$ cat config.mk
export PLATFORM = sky130hd
export DESIGN_NAME = calc_operand_ctrl
export DESIGN_NICKNAME = d
export VERILOG_FILES = /design/src/rtl/calc_pkg.sv /design/src/rtl/btn_debounce.sv /design/src/rtl/calc_operand_ctrl.sv
export SDC_FILE = /design/constraint.sdc
export NUM_CORES = 1
export LEC_CHECK = 0
export ABC_AREA = 0
export BUFFER_PORTS_ARGS = -buffer_cell sky130_fd_sc_hd__buf_2
export CAP_MARGIN = 25
export CORE_ASPECT_RATIO = 1.2
export CORE_MARGIN = 3
export CORE_UTILIZATION = 57
export CTS_CLUSTER_SIZE = 16
export DETAILED_ROUTE_END_ITERATION = 7
export PLACE_DENSITY = 0.86
export SLEW_MARGIN = 5
export SYNTH_ARGS = -nofsm -noshare
export SYNTH_HDL_FRONTEND = slang
export SYNTH_SLANG_ARGS = --single-unit
$ cat constraint.sdc
create_clock -name clk -period 2.8 [get_ports clk]
set_input_delay 0 -clock clk [delete_from_list [all_inputs] [get_ports clk]]
set_output_delay 0 -clock clk [all_outputs]
set_load 0.1 [all_outputs]
$ cat src/rtl/calc_pkg.sv
// Shared definitions for the calculator operand-entry path: default operand
// width and the operand sequencer phase encoding.
package calc_pkg;

  localparam int W_DEF = 3;

  typedef enum logic [1:0] {
    GET_A = 2'd0,
    GET_B = 2'd1,
    CALC  = 2'd2,
    SHOW  = 2'd3
  } state_e;

endpackage

$ cat src/rtl/btn_debounce.sv
// Raw push-button conditioner: 2-FF synchronizer, stability counter and a
// single-cycle pulse on each accepted press.
module btn_debounce #(
  parameter int DEBOUNCE_CYCLES = 16
) (
  input  logic clk,
  input  logic rst,
  input  logic btn,
  output logic press
);

  localparam int CW = $clog2(DEBOUNCE_CYCLES + 1);
  localparam logic [CW-1:0] CNT_LAST = CW'(DEBOUNCE_CYCLES - 1);
  localparam logic [CW-1:0] CNT_ZERO = {CW{1'b0}};
  localparam logic [CW-1:0] CNT_ONE  = CW'(1);

  logic          sync1_r;
  logic          sync2_r;
  logic          level_r;
  logic [CW-1:0] cnt_r;
  logic          press_r;

  // Synchronize, count consecutive samples that disagree with the accepted level, pulse on rise.
  always_ff @(posedge clk) begin
    if (rst) begin
      sync1_r <= 1'b0;
      sync2_r <= 1'b0;
      level_r <= 1'b0;
      cnt_r   <= CNT_ZERO;
      press_r <= 1'b0;
    end else begin
      sync1_r <= btn;
      sync2_r <= sync1_r;
      press_r <= 1'b0;
      if (sync2_r == level_r) begin
        cnt_r <= CNT_ZERO;
      end else if (cnt_r == CNT_LAST) begin
        // The new level has now been seen DEBOUNCE_CYCLES times in a row.
        level_r <= sync2_r;
        cnt_r   <= CNT_ZERO;
        press_r <= sync2_r;
      end else begin
        cnt_r <= cnt_r + CNT_ONE;
      end
    end
  end

  assign press = press_r;

endmodule

$ cat src/rtl/calc_operand_ctrl.sv
// Operand-entry sequencer feeding adder3: captures A then B from the switches
// on ENTER, latches the sum for display, and returns to A entry on ENTER/CLEAR.
module calc_operand_ctrl
  import calc_pkg::*;
#(
  parameter int W               = W_DEF,
  parameter int DEBOUNCE_CYCLES = 16
) (
  input  logic         clk,
  input  logic         rst,
  input  logic [W-1:0] sw,
  input  logic         btn_enter,
  input  logic         btn_clear,
  output logic [W-1:0] op_a,
  output logic [W-1:0] op_b,
  input  logic [W:0]   sum_in,
  output logic [W:0]   result,
  output logic         result_valid,
  output logic         want_a,
  output logic         want_b
);

  localparam logic [W-1:0] OP_ZERO  = {W{1'b0}};
  localparam logic [W:0]   SUM_ZERO = {(W + 1){1'b0}};

  logic [W-1:0] sw_meta_r;
  logic [W-1:0] sw_sync_r;
  logic         enter_press_s;
  logic         clear_press_s;

  state_e       state_r;
  state_e       state_s;
  logic [W-1:0] op_a_r;
  logic [W-1:0] op_a_s;
  logic [W-1:0] op_b_r;
  logic [W-1:0] op_b_s;
  logic [W:0]   result_r;
  logic [W:0]   result_s;
  logic         valid_r;
  logic         valid_s;
  logic         want_a_r;
  logic         want_b_r;

  btn_debounce #(.DEBOUNCE_CYCLES(DEBOUNCE_CYCLES)) u_enter_db (
    .clk   (clk),
    .rst   (rst),
    .btn   (btn_enter),
    .press (enter_press_s)
  );

  btn_debounce #(.DEBOUNCE_CYCLES(DEBOUNCE_CYCLES)) u_clear_db (
    .clk   (clk),
    .rst   (rst),
    .btn   (btn_clear),
    .press (clear_press_s)
  );

  // Two-stage synchronizer for the operand switches.
  always_ff @(posedge clk) begin
    if (rst) begin
      sw_meta_r <= OP_ZERO;
      sw_sync_r <= OP_ZERO;
    end else begin
      sw_meta_r <= sw;
      sw_sync_r <= sw_meta_r;
    end
  end

  // Next phase and next operand/result values; CLEAR overrides ENTER.
  always_comb begin
    state_s  = state_r;
    op_a_s   = op_a_r;
    op_b_s   = op_b_r;
    result_s = result_r;
    valid_s  = valid_r;
    if (clear_press_s) begin
      state_s  = GET_A;
      op_a_s   = OP_ZERO;
      op_b_s   = OP_ZERO;
      result_s = SUM_ZERO;
      valid_s  = 1'b0;
    end else begin
      case (state_r)
        GET_A: begin
          if (enter_press_s) begin
            op_a_s  = sw_sync_r;
            state_s = GET_B;
          end else begin
            state_s = GET_A;
          end
        end
        GET_B: begin
          if (enter_press_s) begin
            op_b_s  = sw_sync_r;
            state_s = CALC;
          end else begin
            state_s = GET_B;
          end
        end
        CALC: begin
          // op_a/op_b settled last edge, so the adder output is valid now.
          result_s = sum_in;
          valid_s  = 1'b1;
          state_s  = SHOW;
        end
        SHOW: begin
          if (enter_press_s) begin
            valid_s = 1'b0;
            state_s = GET_A;
          end else begin
            state_s = SHOW;
          end
        end
        default: begin
          state_s = GET_A;
          valid_s = 1'b0;
        end
      endcase
    end
  end

  // Phase, operand, result and LED registers.
  always_ff @(posedge clk) begin
    if (rst) begin
      state_r  <= GET_A;
      op_a_r   <= OP_ZERO;
      op_b_r   <= OP_ZERO;
      result_r <= SUM_ZERO;
      valid_r  <= 1'b0;
      want_a_r <= 1'b1;
      want_b_r <= 1'b0;
    end else begin
      state_r  <= state_s;
      op_a_r   <= op_a_s;
      op_b_r   <= op_b_s;
      result_r <= result_s;
      valid_r  <= valid_s;
      want_a_r <= (state_s == GET_A);
      want_b_r <= (state_s == GET_B);
    end
  end

  assign op_a         = op_a_r;
  assign op_b         = op_b_r;
  assign result       = result_r;
  assign result_valid = valid_r;
  assign want_a       = want_a_r;
  assign want_b       = want_b_r;

endmodule

==> summary.md <==
| Metric | Value |
|---|---|
| Via Count | between 900 and 1000 |
| CP arrival | between 1.5 and 2 ns |
| Final min period | 1.66 ns |
| Die H | 59.3 µm |
| Flop-to-flop setup slack | 1.14 ns |
| CTS max path bufs | 2 |
| Iteration-0 DRC Markers | 8 |
| Dpl hpwl | 1.58 mm |
| Area growth syn-to-layout | 20.3% |
| Global-route wire length before repair | roughly 3.8 mm |
| Adder-cell share of the synthesized area | 0.0370 |
| Global placement routability congestion | 0.655 |
| Synth Instances | 127 |
| Reg2Reg Launch Point | u_enter_db.cnt_r[0] |
| IO Pins | 24 |
| Vias in the first global route | between 800 and 900 |
| Core ar. | ~2200 µm² |
| # setup viols final | 0 |
| Fin cells | around 190 |
| Startpoint types | flop |
| CTS Buf Count | 5 |
| GRT overflow | 0 |
| Met3 global-route usage | 0.0453 |
| Reg area | between 700 and 800 µm² |
| Slew @ Worst Pin | roughly 0.51 ns |
| Row cnt | 18 |
| Nets | 176 |
| Largest net degree at the start of global routing | 18 |
| Placed cells | 174 |
| Post-route setup TNS | 0 ns |
| Worst min-delay path category | primary input to flop |
| Cell area after synthesis | roughly 1400 µm² |
| Worst-path clk slew | 0.10 ns |
| Global Route Usage Sum | 0.170 |
| Net Count, Synth | between 100 and 150 |
| Worst EP required | 3.06 ns |
| Leak | about 0.73 nW |
| Most crowded layer after global routing | met2 |
| CP max stage cell | or3_1 |
| Synth unique cells | 23 |
| Vias/cell | around 4.8 |
| Yosys warns | 0 |
| Routed Antenna Nets | 0 |
| Clk root buf | clkbuf_4 |
| M2 GR Usage | 0.330 |
| CTS tree | done |
| Kind of critical path | flop to flop |
| # diodes | 0 |
| Number of synthesized register bits | 39 |
| Power Density | between 500 and 600 nW/µm² |
| Layout fillers | about 160 |
| Seq/Total Area, Yosys | 0.578 |
| Drt drc | 0 |
| Worst r2r dst | u_enter_db.cnt_r[2] |
| Post-Route WL | between 2 and 2.5 mm |
| Starting Density | 0.625 |
| Post-synthesis simple-gate area fraction | 0.201 |
| Sink Count | 39 |
| Post-synthesis mux area share | 0.0889 |
| Post-synthesis compound-gate area fraction | 0.0176 |
| CP Max Fanout | 5 |
| GRT met1 Usage | 0.175 |
| Port-buffer cells | 23 |
| Initial antenna violation count | 0 |
| CP most frequent cell | ha_1 |
| Peak supply drop | between 0.5 and 0.6 mV |
| Crit-path cells | ha_1, and3_1, ha_1, or3_1, nor2_1 |
| Layout cells sized above 1 | 0.198 |
| Clock skew | ~0.0023 ns |
| Crit. End Element | flop |
| Area of the multi-input gates | 527 µm² |
| Reg2Reg Depth | 5 |
| Post-synthesis xor/xnor area fraction | 0.0454 |
| Fmax achieved | between 0.6 and 0.7 GHz |
| Synthesized area per cell | approximately 11 µm² |
| WHS Path Cells | 3 |
| Worst hold start | sw[2] |
| Outcome | finished, final reports clean |
| Final Hold Vio Count | 0 |
| Final Max Tran Viols | 0 |
| Hold EP | sw_meta_r[2] |
| Max Cap Viol | 0 |
| Setup repair after global routing missed its margin | no |
| Largest family of logic cells by synthesized area | simple AND/OR/NAND/NOR gates |
| Clock latency on the worst-skew pair | about 0.32 ns |
| Slowest stage delay, CP | 0.47 ns |
| DRT Pass-1 Iters | 3 |
| H-tree depth | 2 |
| Die area | approximately 3000 µm² |
| Post-CTS sizing | 0 |
| Wire length per cell | 11.9 µm |
| Max-slew headroom | 0.665 |
| Tcrit/Tclk final | 0.593 |
| Die width | ~50 µm |
-- repair_timing --
action                                 CTS  global route
setup buffers                            0             0
hold buffers                            10             0
endpoints found under the hold margin   10             0
-- cell usage in the layout (no fill, tap or decap) --
cell type and n:
dlygate4sd3_1 10, a21oi_1 3, a31o_1 1, nor3_1 2
inv_1 4, nand2_1 4, nand3b_1 1, buf_2 23
nand3_1 2, and3_1 2, nor2b_1 8, xnor2_1 5
clkbuf_4 5, mux2i_1 12, xor2_1 2, or2_1 2
clkinv_2 1, ha_1 4, and2b_1 2, nand2b_1 1
dfxtp_1 39, nor2_1 22, nor3b_2 1, and4bb_2 2
clkbuf_1 2, or3_1 2
-- area by class of cell --
class / count / share of cell area
clock buffers: 7 / 0.0277
clock inverters: 1 / 0.00308
well taps: 30 / 0.0231
repair buffers: 33 / 0.132
flip-flops and latches: 39 / 0.480
inverters: 4 / 0.00924
multi-input cells: 78 / 0.324
-- worst max-delay path by stage --
stage,cells after the start,slack [ns],from,endpoint
after floorplan,5,1.31,u_enter_db.cnt_r[0],u_enter_db.cnt_r[2]
after global placement,5,1.24,u_enter_db.cnt_r[0],u_enter_db.cnt_r[2]
after detailed placement,5,1.15,u_enter_db.cnt_r[0],u_enter_db.cnt_r[2]
after CTS,5,1.13,u_enter_db.cnt_r[0],u_enter_db.cnt_r[2]
after global routing,5,1.10,u_enter_db.cnt_r[0],u_enter_db.cnt_r[2]
final,5,1.14,u_enter_db.cnt_r[0],u_enter_db.cnt_r[2]
-- cell usage after synthesis --
master / number / area [µm²]
nor2b_1: 8 / 50.1
and2b_1: 2 / 15.0
or2_1: 2 / 12.5
ha_1: 4 / 50.1
dfxtp_1: 39 / 781
a21oi_1: 3 / 15.0
inv_1: 4 / 15.0
nand2_1: 4 / 15.0
and4bb_2: 2 / 25.0
a31o_1: 1 / 8.76
xnor2_1: 5 / 43.8
nand2b_1: 1 / 6.26
clkbuf_1: 1 / 3.75
nand3_1: 2 / 10.0
and3_1: 2 / 12.5
or3_1: 2 / 12.5
mux2i_1: 12 / 120
nor3_1: 2 / 10.0
buf_2: 5 / 25.0
nand3b_1: 1 / 7.51
nor3b_2: 1 / 12.5
xor2_1: 2 / 17.5
nor2_1: 22 / 82.6
-- power by group --
group          internal [mW]  switching, mW
clock network         0.0979          0.158
logic                 0.0201         0.0128
registers              0.562        0.00336
-- stage by stage --
stage | power [mW] | util | setup slack (ns) | instance area, µm² | hold WS (ns)
final | 0.854 | 0.752 | 1.14 | 1630 | 0.415
after global routing | 0.892 | 0.752 | 1.10 | 1630 | 0.431
after CTS | 0.862 | 0.752 | 1.13 | 1630 | 0.394
after detailed placement | 0.600 | 0.682 | 1.15 | 1480 | 0.207
after global placement | 0.598 | 0.682 | 1.24 | 1480 | 0.204
after floorplan | 0.590 | - | 1.31 | 1350 | 0.125
-- metal layers --
| metal | vias up | share of wire |
|---|---|---|
| met4 | 0 | 0.010 |
| met2 | 17 | 0.56 |
| li1 | 484 | - |
| met1 | 416 | 0.40 |
| met3 | 2 | 0.031 |
| met5 | - | 0 |
-- registers in the layout, indices dropped and copies added, names as in the netlist, 2 cells and up --
| register | flops |
|---|---|
| state_r | 2 |
| u_clear_db.cnt_r | 5 |
| sw_sync_r | 3 |
| u_enter_db.cnt_r | 5 |
| result | 4 |
| sw_meta_r | 3 |
| op_b | 3 |
| op_a | 3 |
-- kinds of logic after synthesis --
kind of cell	after synthesis
AND/OR/NAND/NOR	51
flip-flops	39
multiplexers	12
buffers and inverters	10
XOR/XNOR	7
AO/OA/AOI/OAI	4
adder cells (fa/ha/maj)	4
-- critical path: cells and delay by family, from the launching register on --
family | cells | cell delay, ns
adders and majority gates | 2 | 0.45
DFF | 1 | 0.34
and+or+nand+nor | 3 | 0.81
(Power assumes the default switching activity.)
